==> src/rtl/send_packet_arbiter_if.sv <==
// send_packet_arbiter_if: bundles the HC/SOF request side and the send-packet engine side of the arbiter
// Signals:
//   hc_req/hc_gnt/hc_pid/hc_wen/hc_tok       host transaction controller request, grant, PID, strobe, token
//   sof_req/sof_gnt/sof_pid/sof_wen/sof_tok  start-of-frame transmitter request, grant, PID, strobe, frame number
//   send_pid/send_wen/send_tok               muxed fields towards the send-packet engine
//   arb_err                                  sticky flag: strobe seen from a requester not holding the grant
// Modports: slave = arbiter side, master = requester/engine side (testbench).
interface send_packet_arbiter_if;
    logic        hc_req;
    logic        hc_gnt;
    logic [3:0]  hc_pid;
    logic        hc_wen;
    logic [10:0] hc_tok;
    logic        sof_req;
    logic        sof_gnt;
    logic [3:0]  sof_pid;
    logic        sof_wen;
    logic [10:0] sof_tok;
    logic [3:0]  send_pid;
    logic        send_wen;
    logic [10:0] send_tok;
    logic        arb_err;
    modport slave (
        input  hc_req, hc_pid, hc_wen, hc_tok, sof_req, sof_pid, sof_wen, sof_tok,
        output hc_gnt, sof_gnt, send_pid, send_wen, send_tok, arb_err
    );
    modport master (
        output hc_req, hc_pid, hc_wen, hc_tok, sof_req, sof_pid, sof_wen, sof_tok,
        input  hc_gnt, sof_gnt, send_pid, send_wen, send_tok, arb_err
    );
endinterface

==> src/rtl/send_packet_arbiter.sv <==
// send_packet_arbiter: grants the send-packet engine to SOF (fixed priority) or HC and muxes the owner's fields
// Ports:
//   clk    system clock, rising edge
//   rst_n  asynchronous active-low reset
//   bus    send_packet_arbiter_if.slave (requests, grants, muxed send fields, sticky arb_err)
// Parameter GAP_CYCLES (1..15): idle cycles forced between a grant release and the next grant.
module send_packet_arbiter #(
    parameter int GAP_CYCLES = 1
) (
    input  logic                        clk,
    input  logic                        rst_n,
    send_packet_arbiter_if.slave        bus
);
    typedef enum logic [1:0] {IDLE, SOF_ACT, HC_ACT, GAP} state_t;
    localparam logic [3:0] GAP_LOAD = 4'(GAP_CYCLES - 1);
    state_t     state_q, state_d;
    logic [3:0] cnt_q, cnt_d;
    logic       err_q, err_d;
    always_ff @(posedge clk or negedge rst_n) begin
        if (!rst_n) begin
            state_q <= IDLE;
            cnt_q   <= '0;
            err_q   <= 1'b0;
        end else begin
            state_q <= state_d;
            cnt_q   <= cnt_d;
            err_q   <= err_d;
        end
    end
    // A grant is held until its owner drops the request; the other requester waits.
    always_comb begin
        state_d = state_q;
        cnt_d   = cnt_q;
        case (state_q)
            IDLE:    state_d = bus.sof_req ? SOF_ACT : bus.hc_req ? HC_ACT : IDLE;
            SOF_ACT: if (!bus.sof_req) begin
                state_d = GAP;
                cnt_d   = GAP_LOAD;
            end
            HC_ACT:  if (!bus.hc_req) begin
                state_d = GAP;
                cnt_d   = GAP_LOAD;
            end
            default: begin
                state_d = (cnt_q == '0) ? IDLE : GAP;
                cnt_d   = (cnt_q == '0) ? cnt_q : cnt_q - 4'd1;
            end
        endcase
    end
    assign err_d        = err_q | (bus.hc_wen & ~bus.hc_gnt) | (bus.sof_wen & ~bus.sof_gnt);
    assign bus.sof_gnt  = (state_q == SOF_ACT);
    assign bus.hc_gnt   = (state_q == HC_ACT);
    assign bus.send_pid = bus.sof_gnt ? bus.sof_pid : bus.hc_gnt ? bus.hc_pid : 4'd0;
    assign bus.send_wen = bus.sof_gnt ? bus.sof_wen : bus.hc_gnt ? bus.hc_wen : 1'b0;
    assign bus.send_tok = bus.sof_gnt ? bus.sof_tok : bus.hc_gnt ? bus.hc_tok : 11'd0;
    assign bus.arb_err  = err_q;
endmodule
==> src/flat_wrapper.sv <==
// flat-port wrapper written by rule: the top's interface ports become plain ports
module send_packet_arbiter_flat 
#(
    parameter int GAP_CYCLES = 1
)
  (clk, rst_n, bus_hc_req, bus_hc_pid, bus_hc_wen, bus_hc_tok, bus_sof_req, bus_sof_pid, bus_sof_wen, bus_sof_tok, bus_hc_gnt, bus_sof_gnt, bus_send_pid, bus_send_wen, bus_send_tok, bus_arb_err);
  send_packet_arbiter_if bus_i ();
  input  logic clk;
  input  logic rst_n;
  input wire logic [$bits(bus_i.hc_req)-1:0] bus_hc_req;
  input wire logic [$bits(bus_i.hc_pid)-1:0] bus_hc_pid;
  input wire logic [$bits(bus_i.hc_wen)-1:0] bus_hc_wen;
  input wire logic [$bits(bus_i.hc_tok)-1:0] bus_hc_tok;
  input wire logic [$bits(bus_i.sof_req)-1:0] bus_sof_req;
  input wire logic [$bits(bus_i.sof_pid)-1:0] bus_sof_pid;
  input wire logic [$bits(bus_i.sof_wen)-1:0] bus_sof_wen;
  input wire logic [$bits(bus_i.sof_tok)-1:0] bus_sof_tok;
  output wire logic [$bits(bus_i.hc_gnt)-1:0] bus_hc_gnt;
  output wire logic [$bits(bus_i.sof_gnt)-1:0] bus_sof_gnt;
  output wire logic [$bits(bus_i.send_pid)-1:0] bus_send_pid;
  output wire logic [$bits(bus_i.send_wen)-1:0] bus_send_wen;
  output wire logic [$bits(bus_i.send_tok)-1:0] bus_send_tok;
  output wire logic [$bits(bus_i.arb_err)-1:0] bus_arb_err;
  assign bus_i.hc_req = bus_hc_req;
  assign bus_i.hc_pid = bus_hc_pid;
  assign bus_i.hc_wen = bus_hc_wen;
  assign bus_i.hc_tok = bus_hc_tok;
  assign bus_i.sof_req = bus_sof_req;
  assign bus_i.sof_pid = bus_sof_pid;
  assign bus_i.sof_wen = bus_sof_wen;
  assign bus_i.sof_tok = bus_sof_tok;
  assign bus_hc_gnt = bus_i.hc_gnt;
  assign bus_sof_gnt = bus_i.sof_gnt;
  assign bus_send_pid = bus_i.send_pid;
  assign bus_send_wen = bus_i.send_wen;
  assign bus_send_tok = bus_i.send_tok;
  assign bus_arb_err = bus_i.arb_err;
  send_packet_arbiter #(.GAP_CYCLES(GAP_CYCLES)) u_core (.clk(clk), .rst_n(rst_n), .bus(bus_i));
endmodule
==> config.mk <==
export PLATFORM = sky130hd
export DESIGN_NAME = send_packet_arbiter_flat
export DESIGN_NICKNAME = d
export VERILOG_FILES = /design/src/rtl/send_packet_arbiter_if.sv /design/src/rtl/send_packet_arbiter.sv /design/src/flat_wrapper.sv
export SDC_FILE = /design/constraint.sdc
export NUM_CORES = 1
export LEC_CHECK = 0
export BUFFER_PORTS_ARGS = -buffer_cell sky130_fd_sc_hd__buf_2
export CORE_UTILIZATION = 38
export CTS_CLUSTER_DIAMETER = 200
export DETAILED_ROUTE_END_ITERATION = 8
export GPL_ROUTABILITY_DRIVEN = 0
export HOLD_SLACK_MARGIN = 0.12
export PLACE_DENSITY = 0.76
export SYNTH_ARGS = -nofsm -noshare
export SYNTH_HDL_FRONTEND = slang
export SYNTH_SLANG_ARGS = --single-unit
==> constraint.sdc <==
create_clock -name clk -period 2.38 [get_ports clk]
set_input_delay 0.357 -clock clk [delete_from_list [all_inputs] [get_ports clk]]
set_output_delay 0.357 -clock clk [all_outputs]
set_load 0.005 [all_outputs]
==> results.env <==
PERIOD_MINUS_SLACK_NS=2.12
FINALSETUPVIOLATIONS=0
WORST_REG2REG_ENDPOINT='u_core.cnt_q[0]'
CLK_TRANSITION_REPORTED_PATHS_NS=0.05
AREAGROWTHSYNTHTOFINISH_PCT=47.7
TIMING.MAX_SLEW.REL_SLACK_PCT=73.5
POWER.LEAKAGE_nW=0.549
CLOCK_TREE_FROM_TRITONCTS='built'
YOSYSUNIQUECELLTYPES=25
HTREEDEPTH=1
N_ANTENNA_CELL=0
WL_UM=1950
STATUS='finished, final reports clean'
PATH_MAX_FANOUT=29
POSTSYNTHAREAPERCELL_UM2=7.63
P_SW_SHARE_PCT=46.3
INTERNAL_POWER_uW=696
CPMAXSTAGEDELAYCELL='dfrtp_1'
GRT.TOTAL_USAGE_PCT=19.6
CLOCKROOTBUFFER='clkbuf_4'
INSERTION_DELAY_NS=0.25
SYNTHESIS.INSTANCES=91
SYNTH.LARGEST_AREA_CELL='dfrtp_1'
STDCELL_AREA_UM2=1030
CTS_HOLD_BUFS=1
IRDROPWORSTVDD_V=0.000896
SYNTHESIS.YOSYS.WARNINGS=0
TRITONCTS.NUM_BUFFERS=3
CRIT_PATH_KIND='flip-flop to primary output'
TOTAL_NEGATIVE_SLACK_NS=0
POSTSYNTHNETCOUNT=133
ANTENNA_FOUND_INITIAL=0
TIMING.CRITICAL_PATH.TO_TYPE='primary output'
LAYOUT.CELLS.MOST_COMMON_LIST='buf_2 (54), nand2_1 (25), o21ai_0 (14)'
LAYOUT_WORST_PATH_CYCLE_SHARE_PCT=88.9
GLOBALROUTE.TOTALOVERFLOW=0
CP-START-KIND='flip-flop'
CRIT_REQUIRED_NS=2.02
LAYOUT.NETS=190
GLOBAL_ROUTE_WIRE_LENGTH_BEFORE_REPAIR_UM=2940
SKEW_NS=0.00392
RSZ_0062_RAISED_AFTER_GLOBAL_ROUTING='no'
MAX_CAPACITANCE_VIOLATION_TOTAL=0
DRTPASS1ITERATIONS=4
YOSYSTOPAREACELLSHARE_PCT=25.2
INITIAL_CORE_UTIL_PCT=40.2
PWR-SHARE-COMB_PCT=73.7
POST_SYNTH_INSTANCE_AREA_UM2=694
VIAS=848
FINAL.HOLD.WORST_SLACK_NS=0.348
PIN_COUNT=55
TRITONCTS_NUM_SINKS=7
SYNTH_TOP_CELLS_BY_AREA='dfrtp_1 (25%), nand2_1 (14%), ha_1 (11%)'
HIGHEST_CLOCK_RATE_MHz=472
RR_WORST_DEPTH=5
REG2REG_SLACK_NS=0.48
PORT_BUFFERS=54
CP_CELL_SEQUENCE='inv_1, ha_1, buf_4, nand2_1, o21ai_0, buf_2'
FINALHOLDVIOLCOUNT=0
POWER_SHARE_OF_THE_SEQUENTIAL_GROUP_PCT=18.0
DIE-WIDTH_UM=44.8
HOLD_DEPTH=3
POWER_SWITCHING_uW=599
FIRST_GLOBAL_VIAS=702
MAX_STAGE_DELAY_NS=0.45
CLOCKPOWERSHARE_PCT=8.4
POWER_DENSITY_nW_PER_UM2=1260
DP_HPWL_UM=1570
VIAS_PER_CELL=4.93
POST_CTS.REPAIR.SETUP_BUFFERS=0
MOSTFREQUENTLAYOUTCELL='buf_2'
SLEW_VIOL_FINAL=0
PATH_BUF_INV=3
TIMING.HOLD.WORST_ENDPOINT='u_core.bus.arb_err'
HP-START='bus_hc_wen'
CRITPATHARRIVALTIME_NS=1.76
CPLARGESTDELAYFAMILY='buffers and inverters'
POST_DRT_ANTENNA_NETS=0
POSTCTSRESIZEDCELLS=0
HOLD_CLASS='primary input to flip-flop'
FINAL_LAYOUT_SIZE_SUFFIX_GT1_SHARE_PCT=42.2
DESIGN.DIE.AREA_UM2=2000
MAX_ROOT_SINK_BUFFERS=2
DIE_H_UM=44.8
PIN_COUNT_OF_THE_BIGGEST_NET_ENTERING_GLOBAL_ROUTING=30
DPL-INSTANCE-AREA_UM2=990
SYNTH_SEQ_CELLS=7
ROUTED_LENGTH_PER_INSTANCE_UM=11.4
DRC_ERRORS=0
WORSTMARGINPINSLEW_NS=0.397
CRITICAL_PATH.REG2REG.STARTPOINT='u_core.state_q[1]'
DRT_ITER0_DRC=22
STD_CELL_ROWS=15
CORE_REGION_AREA_UM2=1730
YS_SEQ_AREA_SHARE_PCT=25.2
routing by layer:
layer  up-vias  part of all wire (%)  global-route usage, %  wire length [um]
met4         0                     0                   2.42                 0
met5         -                     0                      0                 0
li1        434                     -                      -                 -
met2        43                    46                   33.8               903
met3         0                   9.3                   8.00               182
met1       371                    44                   23.6               867
metrics by stage:
stage                     std cells  total power [mW]  setup slack [ns]  utilization, %
after floorplan                  91             0.890             0.579               -
after global placement          167              1.15             0.545            57.3
after detailed placement        167              1.18             0.493            57.3
after CTS                       172              1.30             0.260            59.4
after global routing            172              1.42             0.133            59.4
final                           172              1.29             0.263            59.4
logic make-up (layout without fill, tap and decap cells):
logic type / Yosys count / count (layout) / synth area share (%)
AO/OA/AOI/OAI: 29 / 29 / 30.6
adder cells (fa/ha/maj): 6 / 6 / 10.8
buffers and inverters: 12 / 68 / 6.85
flip-flops: 7 / 7 / 25.2
multiplexers: 2 / 2 / 4.32
AND/OR/NAND/NOR: 35 / 35 / 22.2
worst max path at each step:
stage	cells past startpoint	startpoint	slack, ns	to
2_1_floorplan	6	u_core.state_q[1]	0.58	bus_send_pid[0]
3_3_place_gp	5	u_core.state_q[1]	0.55	u_core.cnt_q[0]
3_5_place_dp	5	u_core.state_q[1]	0.49	u_core.cnt_q[1]
4_1_cts	6	u_core.state_q[1]	0.26	bus_send_tok[6]
5_1_grt	6	u_core.state_q[1]	0.13	bus_send_tok[6]
6_report	6	u_core.state_q[1]	0.26	bus_send_tok[6]
sequential cells by signal (all words and copies together), names as in the netlist:
signal and cells:
u_core.cnt_q 4, u_core.state_q 2, u_core.bus.arb_err 1
layout make-up:
| type | instances | area [um^2] |
|---|---|---|
| clock buffers | 4 | 26.3 |
| fillers | 163 | 701 |
| inverters | 7 | 26.3 |
| multi-input cells | 72 | 472 |
| flip-flops and latches | 7 | 175 |
| well taps | 25 | 31.3 |
| repair buffers | 57 | 295 |
worst reg2reg max path, stage by stage, from the launching register on:
cell,delay (ns)
dfrtp_1,0.45
inv_1,0.14
ha_1,0.27
a22o_1,0.29
a221oi_4,0.30
mux2_4,0.33
power groups by stage:
stage	Clock, mW	Combinational, mW	Sequential, mW
finish	0.108	0.954	0.232
global route	0.119	1.07	0.235
CTS	0.111	0.957	0.229
detailed placement	0	0.953	0.229
global placement	0	0.922	0.226
floorplan	0	0.676	0.214
Yosys cell counts, drive strengths merged:
cell and n:
a211oi 1, a21oi 1, a221oi 1, a22o 6, a22oi 1, a311oi 1
a32o 1, buf 2, clkbuf 3, dfrtp 7, ha 6, inv 7
mux2 2, nand2 25, nor2 3, nor2b 2, nor3 1, nor3b 2
nor4bb 1, o21ai 14, o221ai 2, o31ai 1, or3 1
Power figures use the tool's default switching activity.
